### src/rtl/pipeline_hazard_ctrl.sv
// ----------------------------------------------------------------------------
// pipeline_hazard_ctrl
//
// Hazard and control-flow sequencer for a short in-order pipeline. Detects
// read-after-write hazards against the EX and WB stage destinations, inserts
// bubbles after branch/flush-class instructions and interrupt accepts, and
// drives the PC / fetch / decode control strobes.
//
// Ports:
//   clk           sole clock, rising edge
//   reset         synchronous active-high reset
//   src_addr      packed source register addresses, port i at [i*REG_AW +: REG_AW]
//   src_valid     per-port source-in-use flags
//   ex_dst/_en    EX-stage destination register and write enable
//   wb_dst/_en    WB-stage destination register and write enable
//   instr_type    decode class: 1-5 branch, 6-9 call/return/flush, else normal
//   branch_taken  resolved branch direction
//   interrupt     level interrupt request
//   fetch_stall   hold fetch latch and PC
//   dec_nop       replace decode output with a NOP
//   pc_load       load PC from branch target
//   pc_reset      force PC to the reset vector
//   int_ack       one-cycle interrupt accept pulse (also selects the vector)
//   busy          sequencer is not in its CHECK state
// ----------------------------------------------------------------------------
module pipeline_hazard_ctrl #(
  parameter int REG_AW        = 5,
  parameter int NUM_SRC       = 2,
  parameter int FLUSH_DEPTH   = 2,
  parameter int INT_DEPTH     = 2,
  parameter int ZERO_REG_SAFE = 1
) (
  input  logic                      clk,
  input  logic                      reset,
  input  logic [NUM_SRC*REG_AW-1:0] src_addr,
  input  logic [NUM_SRC-1:0]        src_valid,
  input  logic [REG_AW-1:0]         ex_dst,
  input  logic                      ex_dst_en,
  input  logic [REG_AW-1:0]         wb_dst,
  input  logic                      wb_dst_en,
  input  logic [3:0]                instr_type,
  input  logic                      branch_taken,
  input  logic                      interrupt,
  output logic                      fetch_stall,
  output logic                      dec_nop,
  output logic                      pc_load,
  output logic                      pc_reset,
  output logic                      int_ack,
  output logic                      busy
);

  localparam int MAX_DEPTH = (FLUSH_DEPTH > INT_DEPTH) ? FLUSH_DEPTH : INT_DEPTH;
  localparam int CNT_W     = $clog2(MAX_DEPTH + 1);

  // Counter load values: the counter holds "remaining bubbles minus one", so
  // the state exits on the cycle after it reaches zero.
  localparam logic [CNT_W-1:0] FLUSH_LOAD = CNT_W'(FLUSH_DEPTH - 1);
  localparam logic [CNT_W-1:0] INT_LOAD   = CNT_W'(INT_DEPTH - 1);

  typedef enum logic [2:0] {
    ST_CHECK  = 3'd0,
    ST_RAW_EX = 3'd1,
    ST_FLUSH  = 3'd2,
    ST_INT    = 3'd3,
    ST_RESET  = 3'd4
  } state_t;

  state_t           state_reg, state_next;
  logic [CNT_W-1:0] cnt_reg, cnt_next;
  logic             int_pend_reg, int_pend_next;

  // --------------------------------------------------------------------------
  // RAW hazard detection, one comparator pair per source port
  // --------------------------------------------------------------------------
  logic [NUM_SRC-1:0] ex_match;
  logic [NUM_SRC-1:0] wb_match;
  logic               ex_zero;
  logic               wb_zero;
  logic               raw_ex;
  logic               raw_wb;

  // Register 0 is hard-wired, so writes to it never produce a real dependency.
  assign ex_zero = (ZERO_REG_SAFE != 0) && (ex_dst == '0);
  assign wb_zero = (ZERO_REG_SAFE != 0) && (wb_dst == '0);

  generate
    for (genvar gi = 0; gi < NUM_SRC; gi++) begin : g_src
      logic [REG_AW-1:0] addr;
      assign addr         = src_addr[gi*REG_AW +: REG_AW];
      assign ex_match[gi] = src_valid[gi] && ex_dst_en && (addr == ex_dst) && !ex_zero;
      assign wb_match[gi] = src_valid[gi] && wb_dst_en && (addr == wb_dst) && !wb_zero;
    end
  endgenerate

  assign raw_ex = |ex_match;
  assign raw_wb = |wb_match;

  // --------------------------------------------------------------------------
  // Instruction class decode
  // --------------------------------------------------------------------------
  logic is_branch;
  logic is_flush_class;
  logic int_req;

  assign is_branch      = (instr_type >= 4'd1) && (instr_type <= 4'd5);
  assign is_flush_class = (instr_type >= 4'd6) && (instr_type <= 4'd9);
  assign int_req        = interrupt || int_pend_reg;

  // --------------------------------------------------------------------------
  // State register
  // --------------------------------------------------------------------------
  always_ff @(posedge clk) begin
    if (reset) begin
      state_reg    <= ST_RESET;
      cnt_reg      <= FLUSH_LOAD;
      int_pend_reg <= 1'b0;
    end else begin
      state_reg    <= state_next;
      cnt_reg      <= cnt_next;
      int_pend_reg <= int_pend_next;
    end
  end

  // --------------------------------------------------------------------------
  // Next-state and output logic
  // --------------------------------------------------------------------------
  always_comb begin
    state_next    = state_reg;
    cnt_next      = cnt_reg;
    int_pend_next = int_pend_reg;
    fetch_stall   = 1'b0;
    dec_nop       = 1'b0;
    int_ack       = 1'b0;

    case (state_reg)
      ST_CHECK: begin
        if (int_req) begin
          // Interrupt outranks every hazard; a coincident branch is simply
          // squashed by the interrupt bubbles.
          state_next    = ST_INT;
          cnt_next      = INT_LOAD;
          int_ack       = 1'b1;
          dec_nop       = 1'b1;
          int_pend_next = 1'b0;
        end else if (raw_ex) begin
          state_next  = ST_RAW_EX;
          fetch_stall = 1'b1;
        end else if (raw_wb) begin
          // WB hazard clears by itself next cycle; stall in place and re-check.
          fetch_stall = 1'b1;
        end else if (is_branch || is_flush_class) begin
          state_next = ST_FLUSH;
          cnt_next   = FLUSH_LOAD;
          dec_nop    = 1'b1;
        end
      end

      ST_RAW_EX: begin
        fetch_stall = 1'b1;
        state_next  = ST_CHECK;
        if (interrupt) int_pend_next = 1'b1;
      end

      ST_FLUSH, ST_INT, ST_RESET: begin
        dec_nop = 1'b1;
        if (interrupt) int_pend_next = 1'b1;
        if (cnt_reg == '0) begin
          state_next = ST_CHECK;
        end else begin
          cnt_next = cnt_reg - CNT_W'(1);
        end
      end

      default: begin
        state_next = ST_RESET;
        cnt_next   = FLUSH_LOAD;
        dec_nop    = 1'b1;
      end
    endcase

    // Reset masks the strobes combinationally so the pipeline is quiesced
    // from the very first reset cycle, before the state register follows.
    if (reset) begin
      fetch_stall = 1'b0;
      dec_nop     = 1'b1;
      int_ack     = 1'b0;
    end
  end

  assign pc_load  = branch_taken && !reset && !fetch_stall;
  assign pc_reset = reset;
  assign busy     = (state_reg != ST_CHECK) || reset;

endmodule

### config.mk
export PLATFORM = sky130hd
export DESIGN_NAME = pipeline_hazard_ctrl
export DESIGN_NICKNAME = d
export VERILOG_FILES = /design/src/rtl/pipeline_hazard_ctrl.sv
export SDC_FILE = /design/constraint.sdc
export NUM_CORES = 1
export LEC_CHECK = 0
export CAP_MARGIN = 0
export CELL_PAD_IN_SITES_DETAIL_PLACEMENT = 2
export CELL_PAD_IN_SITES_GLOBAL_PLACEMENT = 2
export CORE_ASPECT_RATIO = 1.5
export CORE_MARGIN = 2
export CORE_UTILIZATION = 20
export CTS_CLUSTER_DIAMETER = 120
export DETAILED_ROUTE_END_ITERATION = 8
export HOLD_SLACK_MARGIN = 0.02
export PLACE_DENSITY = 0.79
export SYNTH_ARGS = -nofsm -noshare
export SYNTH_HDL_FRONTEND = slang
export SYNTH_SLANG_ARGS = --single-unit
### constraint.sdc
create_clock -name clk -period 2.6 [get_ports clk]
set_input_delay 0.52 -clock clk [delete_from_list [all_inputs] [get_ports clk]]
set_output_delay 0.52 -clock clk [all_outputs]
set_load 0.01 [all_outputs]
=== Yosys cells after proc, flatten, opt, wreduce, memory -nomap -nowiden ===
Cells that the tools add are included.

* Bits of input ports: 32
* RAM bits: 0
* Memories kept: 0
* Logic and storage cells: 91
* Output and inout bits: 6
* ROM bits: 0
* Bits in latches: 0
* Bits in registers: 6

* Multiplexer cells: 29
* $lt $le $gt $ge: 4
* Equal/unequal tests: 17
* Bitwise operators: 1
* Divide/modulo/power cells: 0
* Reductions and logical operators: 36
* $add $sub $neg: 1
* Shift operators: 0
* Multiply operators: 0

{| class="wikitable"
|+ Operator list
! operator !! count
|-
| $eq A5 B5 Y1 || 4
|-
| $logic_and A1 B1 Y1 || 16
|-
| $mux W3 || 5
|-
| $mux W1 || 14
|-
| $logic_not A5 Y1 || 2
|-
| $mux W2 || 5
|-
| $ne A3 B3 Y1 const B || 3
|-
| $pmux W3 S3 || 1
|-
| $ne A4 B4 Y1 const B || 2
|-
| $eq A3 B2 Y1 const B || 2
|-
| $ne A2 B2 Y1 const B || 3
|-
| $pmux W1 S2 || 3
|-
| $pmux W2 S3 || 1
|-
| $reduce_and A3 Y1 || 2
|-
| $reduce_and A5 Y1 || 1
|-
| $ge A4 B1 Y1 const B || 1
|-
| $ge A4 B3 Y1 const B || 1
|-
| $le A4 B3 Y1 const B || 1
|-
| $le A4 B4 Y1 const B || 1
|-
| $logic_not A1 Y1 || 4
|-
| $reduce_or A2 Y1 || 2
|-
| $reduce_or A4 Y1 || 1
|-
| $eq A3 B1 Y1 const B || 1
|-
| $eq A3 B3 Y1 const B || 1
|-
| 9 further kinds || 11
|}

=== Longest topological paths before layout ===
Gate-level depths: netlist (run 1).

* Word-level depth: 11
* Gate-level depth with buffers: 6
* Depth with buffers taken out: 6

=== Worst setup path after synthesis (run 1) ===
Ideal clock, no wire load.

* Path kind: in2out
* From: input port wb_dst[0]
* To: output port dec_nop
* Slack: 0.465 ns
* Data arrival time: 1.615 ns
* Cell stages on the path: 5
* Required time: 2.080 ns
* Buffers on the path: 0
* Cells stage by stage: or4_1 > o21a_1 > a21oi_4 > nand3_2 > nand3_1

* Cells in the longest elaborated chain, start to end: 9
* Elaborated cells on any way between the ends: 14
* Those cells by class: eq/ne (2); mux (5); reduce/logical (7)

{| class="wikitable"
|+ RTL lines
! what !! line !! text
|-
| start: declaration || 39 || <nowiki>input logic [REG_AW-1:0] wb_dst,</nowiki>
|-
| $eq A5 B5 Y1 or $logic_not A5 Y1 (tied branches) || 91, 84 ||
|-
| $logic_and A1 B1 Y1 or $logic_not A1 Y1 (tied branches) || 91 || <nowiki>assign wb_match[gi] = src_valid[gi] && wb_dst_en && (addr == wb_dst) && !wb_zero;</nowiki>
|-
| $logic_and A1 B1 Y1 || 91 ||
|-
| $reduce_or A2 Y1 (*) || 96 || <nowiki>assign raw_wb = |wb_match;</nowiki>
|-
| $mux W1 (*) || 148 || <nowiki>end else if (raw_wb) begin</nowiki>
|-
| $mux W1 (*) || 145 || <nowiki>end else if (raw_ex) begin</nowiki>
|-
| $mux W1 (*) || 137 || <nowiki>if (int_req) begin</nowiki>
|-
| $pmux W1 S2 (*) || 135 || <nowiki>case (state_reg)</nowiki>
|-
| $mux W1 (*) || 183 || <nowiki>if (reset) begin</nowiki>
|-
| end: declaration || 45 || <nowiki>output logic dec_nop,</nowiki>
|}

Every way passes the cells marked *; elsewhere a longest branch is shown, timed or not.

=== Final worst setup path (run 1) ===
* From: input port ex_dst[2]
* To: output port dec_nop

* Cells in the longest elaborated chain, start to end: 8
* Elaborated cells on any way between the ends: 13
* Those cells by class: eq/ne (2); mux (4); reduce/logical (7)

{| class="wikitable"
|+ RTL lines
! what !! line !! text
|-
| start: declaration || 37 || <nowiki>input logic [REG_AW-1:0] ex_dst,</nowiki>
|-
| $eq A5 B5 Y1 or $logic_not A5 Y1 (tied branches) || 90, 83 ||
|-
| $logic_and A1 B1 Y1 or $logic_not A1 Y1 (tied branches) || 90 || <nowiki>assign ex_match[gi] = src_valid[gi] && ex_dst_en && (addr == ex_dst) && !ex_zero;</nowiki>
|-
| $logic_and A1 B1 Y1 || 90 ||
|-
| $reduce_or A2 Y1 (*) || 95 || <nowiki>assign raw_ex = |ex_match;</nowiki>
|-
| $mux W1 (*) || 145 ||
|-
| $mux W1 (*) || 137 ||
|-
| $pmux W1 S2 (*) || 135 ||
|-
| $mux W1 (*) || 183 ||
|}

Marked as above.

==> results of run 1 <==
==> per-layer routing <==
| metal | part of all wire, % | vias to the layer above | GRT usage, % | wire length (um) |
|---|---|---|---|---|
| met5 | 0 | - | 0 | 0 |
| met2 | 60 | 36 | 40.74 | 2026 |
| li1 | - | 447 | - | - |
| met3 | 4.4 | 7 | 1.961 | 148 |
| met4 | 3.6 | 0 | 10.23 | 119 |
| met1 | 32 | 444 | 15.16 | 1057 |
==> how the worst max path moves through the flow <==
stage | slack (ps) | from | endpoint | cells past startpoint
after floorplan | 460 | wb_dst[0] | dec_nop | 5
after global placement | -650 | wb_dst[0] | fetch_stall | 9
after detailed placement | -760 | wb_dst[3] | fetch_stall | 8
after CTS | 20 | wb_dst[3] | pc_load | 7
after global routing | -30 | ex_dst[2] | dec_nop | 7
final | 60 | ex_dst[2] | dec_nop | 7
==> where the power goes <==
| part | switching, mW | internal, mW |
|---|---|---|
| logic | 0.196 | 0.196 |
| clock network | 0.0532 | 0.101 |
| registers | 0.0504 | 0.127 |
==> worst max-delay path: stages <==
cell and delay [ps]:
dlygate4sd2_1 280, or4_4 510, o211ai_4 260, buf_4 150, nand3_2 80, nand3_1 80, buf_2 120
==> Yosys cell counts, types with 3 or more instances <==
cell type and number:
a21oi_1 6, dfxtp_1 6, inv_1 4, nand2_1 13, nand3_1 3, nand4_1 4, nor2_1 7, nor3_1 5
o21ai_0 3, o22ai_1 3, xnor2_1 20
==> cell usage in the layout, fill, tap and decap left out, types with 2 or more instances in the layout <==
cell type and instances:
clkdlybuf4s50_1 14, inv_1 4, o21a_1 2, a31oi_1 2, nand4_1 4, dfxtp_1 6
o22ai_2 3, o21ai_0 3, nand2_1 12, buf_2 3, a21oi_4 2, nand3_1 3
nor3_1 4, buf_4 16, dlygate4sd2_1 15, clkbuf_8 3, clkdlybuf4s15_2 2, a21oi_1 5
xnor2_1 20, or4_1 2, nor2_1 7, clkbuf_2 2, nor3b_1 2
==> per-stage QoR <==
step	cells	instance area (um^2)	total power [mW]	hold WS, ps	setup TNS, ps
after floorplan	93	683.2	0.3739	472.2	0
after global placement	184	1196	0.5472	499.1	-1870
after detailed placement	184	1196	0.5690	514.7	-2238
after CTS	189	1257	0.7226	521.6	0
after global routing	190	1271	0.7867	542.4	-31.56
final	190	1271	0.7227	516.5	0
==> cell type report <==
class / instances / area [um^2] / area share, %
multi-input cells: 82 / 593.1 / 46.65
repair buffers: 53 / 449.2 / 35.33
flip-flops and latches: 6 / 120.1 / 9.449
well taps: 42 / 52.55 / 4.134
clock buffers: 3 / 41.29 / 3.248
inverters: 4 / 15.01 / 1.181
==> repair_timing <==
action	in CTS	in global routing
buffers inserted	2	1
cloned	0	0
setup endpoints to repair	5	2
hold buffers	0	0
gates resized for setup	43	7
pin swaps	7	1
==> cell families after synthesis <==
logic type                 after synthesis  synth area share [%]
buffers and inverters                    5                 3.296
and+or+nand+nor                         39                 28.94
DFF                                      6                 17.58
xor gates and xnor gates                20                 25.64
AOI/OAI and AO/OA                       22                 22.71
adders and majority gates                1                 1.831
==> reports/metrics.yaml, run 1 <==
cts:
  clock_latency_ps: 240
  cts_root_buf: "clkbuf_8"
  numCtsBuffers: 3
  cts_sinks: 6
  clkSlewWorstSetupHoldPaths_ps: 40
  htree_levels: 1
  cts_max_path_buffers: 2
  cts_tree: "yes"
setup_path:
  ff2ff_path_depth: 5
  startpoint_type: "input pin"
  critPathRequiredTime_ps: 2080
  r2r_slack_ps: 1220
  critPathKind: "in -> out"
  worst_ep_arrival_time_ps: 2020
  worstSetupEndpointType: "output pin"
  cp_max_fo: 3
  r2r-start: "state_reg[1]"
  r2r_end: "cnt_reg[1]"
yosys:
  synth.distinct_cells: 26
  syn_nets: 126
  syn-mean-instance-area_um2: 7.346
  yosysTopAreaCell: "xnor2_1"
  netlist_area_um2: 683.2
  synth_top_flop_cell: "dfxtp_1"
  ys_warn_count: 0
  syn_inst: 93
  yosys-top-cells-area: "xnor2_1 26%, dfxtp_1 18%, nand2_1 7.1%, a21oi_1 4.4%, nor2_1 3.8%"
  async_reset_ff_share_pct: 0
  synth_top_area_share_pct: 25.64
  ys_seq_area_share_pct: 17.58
  ys_seq_elements: 6
  synth_edf_count: 0
die:
  die_area_mm2: 0.003909
  initial_core_util_pct: 20.39
  die_h_um: 75.58
  num_rows: 26
  ios: 38
  die_w_um: 51.72
  core_mm2: 0.003351
placed_design:
  pre_cts_slack_ps: -760.9
  gp_congestion: 0.7606
  dpl.hpwl_um: 2705
  portBuffers: 37
timing:
  slew_viol_final: 0
  worst_pin_slew_ps: 318.1
  setup_ws_ps: 63.32
  relSlewSlack_pct: 78.63
  fmax_ghz: 0.3942
  rsz0062_at_grt: "yes"
  finalCritPeriodShare_pct: 97.56
  period_needed_ps: 2537
  setup_viol: 0
  hold_viol_final: 0
  skew_ps: 2.741
global_route:
  grt_pass1_wl_um: 5244
  grt_pass1_vias: 1150
  track_usage_pct: 18.59
  antenna_found_initial: 0
  grt_overflow: 0
  grt_start_max_net_pins: 9
cells_and_area:
  insertedDiodeCount: 0
  nFillCells: 404
  post-route-util_pct: 37.94
  areaGrowthSynthToFinish_pct: 86.08
  nNetsFinal: 183
  drive_gt1_share_pct: 24.32
  largest_reg_flops: 3
drt:
  wl_um: 3350
  postRouteAntennaNets: 0
  drt_iter0_drc: 11
  firstDrtPassIters: 4
  vias: 934
  wire_per_inst_um: 17.63
  drcViolationCount: 0
  vias_per_cell: 4.916
pwr:
  p_leak_nw: 0.4844
  vdd_drop_max_mv: 0.3515
  power_density_mw_per_mm2: 568.5
job:
  max_cap_violations: 0
hold_path:
  hold_depth: 2
  holdPathEnd: "cnt_reg[0]"
  hp-start: "cnt_reg[0]"
  hold_path_class: "reg -> reg"
outcome:
  status: "finished clean"
No activity file was read; power rests on OpenSTA's default activity.
==> run 2, diff against run 1 <==
ABC_CLOCK_PERIOD_IN_PS = 2600   (was unset)
CORE_MARGIN = unset   (was 2)
==> run 2 against run 1 <==
- via count down 1.6%
- highest routed layer unchanged
- critical path depth shrank 1
- register-to-register slack worse by 40 ps
- wire length increased by 2.9%
- cell count down 0.53%
- final area up 2.0%
- clock skew increased by 1.2 ps
- worst setup slack worse by 21 ps
- clock power down 3%
==> reports/metrics.yaml, run 2 (synthesized netlist as in run 1, its figures left out) <==
global_route:
  grt_pass1_vias: 1091  # was 1150
  grt_overflow: 0  # unchanged
  track_usage_pct: 20.34  # was 18.59%
  grt_pass1_wl_um: 5340  # was 5244 um
  grt_start_max_net_pins: 9  # unchanged
  antenna_found_initial: 0  # unchanged
cts:
  numCtsBuffers: 3  # unchanged
  htree_levels: 1  # unchanged
  clkSlewWorstSetupHoldPaths_ps: 40  # about the same
  cts_root_buf: "clkbuf_8"  # unchanged
  clock_latency_ps: 230  # was 240 ps
  cts_tree: "yes"  # unchanged
  cts_max_path_buffers: 2  # unchanged
  ctsHoldBuffers: 0  # unchanged
  cts_sinks: 6  # unchanged
job:
  max_cap_violations: 0  # unchanged
die:
  core_mm2: 0.003191  # was 0.003351 mm^2
  die_w_um: 49.72  # was 51.72 um
  num_rows: 25  # was 26
  die_h_um: 73.58  # was 75.58 um
  die_area_mm2: 0.003658  # was 0.003909 mm^2
  ios: 38  # unchanged
  initial_core_util_pct: 21.41  # was 20.39%
placed_design:
  portBuffers: 37  # unchanged
  dpl.hpwl_um: 2992  # was 2705 um
  postPlaceCellArea_mm2: 0.001216  # was 0.001196 mm^2
  gp_congestion: 0.8247  # was 0.7606
cells_and_area:
  nNetsFinal: 184  # was 183
  largest_reg_flops: 3  # unchanged
  insertedDiodeCount: 0  # unchanged
  final_area_mm2: 0.001296  # was 0.001271 mm^2
  drive_gt1_share_pct: 23.49  # was 24.32%
  areaGrowthSynthToFinish_pct: 89.74  # was 86.08%
  final_cell_mix: "17 x dlygate4sd2_1, 17 x buf_4, 16 x xnor2_1"  # was 20 x xnor2_1, 16 x buf_4, 15 x dlygate4sd2_1
drt:
  postRouteAntennaNets: 0  # unchanged
  vias: 919  # was 934
  wire_per_inst_um: 18.24  # was 17.63 um
  drt_iter0_drc: 12  # was 11
  vias_per_cell: 4.862  # was 4.916
  drcViolationCount: 0  # unchanged
  firstDrtPassIters: 3  # was 4
  wl_um: 3447  # was 3350 um
timing:
  worst_pin_slew_ps: 296.2  # was 318.1 ps
  period_needed_ps: 2558  # was 2537 ps
  relSlewSlack_pct: 80.25  # was 78.63%
  setup_viol: 0  # unchanged
  slew_viol_final: 0  # unchanged
  skew_ps: 3.950  # was 2.741 ps
  hold_viol_final: 0  # unchanged
  rsz0062_at_grt: "no"  # was yes
  fmax_ghz: 0.3909  # was 0.3942 GHz
  finalCritPeriodShare_pct: 98.39  # was 97.56%
outcome:
  status: "finished clean"  # unchanged
pwr:
  vdd_drop_max_mv: 0.4578  # was 0.3515 mV
  p_leak_nw: 0.5333  # was 0.4844 nW
  total_power_mw: 0.7218  # was 0.7227 mW
  power_density_mw_per_mm2: 556.9  # was 568.5 mW/mm^2
hold_path:
  hold_path_class: "reg -> reg"  # unchanged
setup_path:
  critPathKind: "in -> out"  # unchanged
  worst_ep_arrival_time_ps: 2040  # was 2020 ps
  critPathTopFamily: "simple AND/OR/NAND/NOR gates"  # unchanged
  crit_path_top_delay_cell: "or4_4"  # unchanged
  cp_max_fo: 3  # unchanged
  cp_cell_sequence: "dlygate4sd2_1, or4_4, o211ai_4, a21oi_2, o21a_1, buf_2"  # was dlygate4sd2_1, or4_4, o211ai_4, buf_4, nand3_2, nand3_1, buf_2
  worstSetupEndpointType: "output pin"  # unchanged
  slowest_delay_ps: 560  # was 510 ps
  cp.buffers_inverters: 2  # was 3
  startpoint_type: "input pin"  # unchanged
  critPathRequiredTime_ps: 2080  # about the same
run 2: cell count changes in the layout (fill, tap and decap cells not counted), moves of 2 or more:
cell	previous run	this run
clkbuf_2	2	0
clkdlybuf4s15_2	2	0
dlygate4sd2_1	15	17
dlymetal6s2s_1	0	3
xnor2_1	20	16
xnor2_2	0	4
run 2: timing repair:
item / in CTS / in global routing
resized for setup: 35 / 6
buffers inserted: 1 / 0
pin swaps: 11 / 10
setup endpoints to repair: 3 / 3
run 2: metrics by stage:
stage	hold slack, ps	TNS [ps]	util [%]	cells	worst slack (ps)
final	521.1	0	40.63	189	41.95
after floorplan	472.2	0	-	93	464.9
after CTS	520.1	0	39.69	189	1.928
after global routing	564.3	0	40.63	189	1.133
after detailed placement	515.3	-1795	38.12	185	-673.4
after global placement	488.4	-1572	38.12	185	-534.4
run 2: power breakdown:
part,switching (mW),total (mW),internal (mW)
clock,0.0483,0.149,0.100
sequential,0.0454,0.172,0.127
combinational,0.203,0.401,0.198
total,0.297,0.722,0.425
run 2: final cells by class:
class / count / area (um^2)
clock buffers: 3 / 41.29
fillers: 381 / 1894
inverters: 4 / 15.01
multi-input cells: 82 / 600.6
flip-flops and latches: 6 / 120.1
well taps: 40 / 50.05
repair buffers: 54 / 469.2
run 2: tightest hold or removal path: stages, from the launching register on:
cell     delay (ps)
dfxtp_1         320
inv_1            80
a31oi_1          70
run 2: routing by layer:
metal	track usage [%]	vias up	routed length (um)
met4	5.714	0	35
met3	3.106	3	166
met1	16.40	435	1135
met5	0	-	0
met2	46.55	32	2110
li1	-	449	-
run 2: worst paths after layout:
check          startpoint     endpoint  slack [ps]  cells after the start
max             ex_dst[0]  fetch_stall          40                      6
min reg2reg    cnt_reg[0]   cnt_reg[0]         520                      2
max reg2reg  state_reg[1]   cnt_reg[1]        1180                      5
min            cnt_reg[0]   cnt_reg[0]         520                      2
==> run 3, diff against run 2 <==
CTS_BUF_LIST = sky130_fd_sc_hd__clkbuf_4 sky130_fd_sc_hd__clkbuf_8 sky130_fd_sc_hd__clkbuf_16   (was unset)
==> results of run 3 <==
Final layout, timing and power as in run 2 (identical DEF).
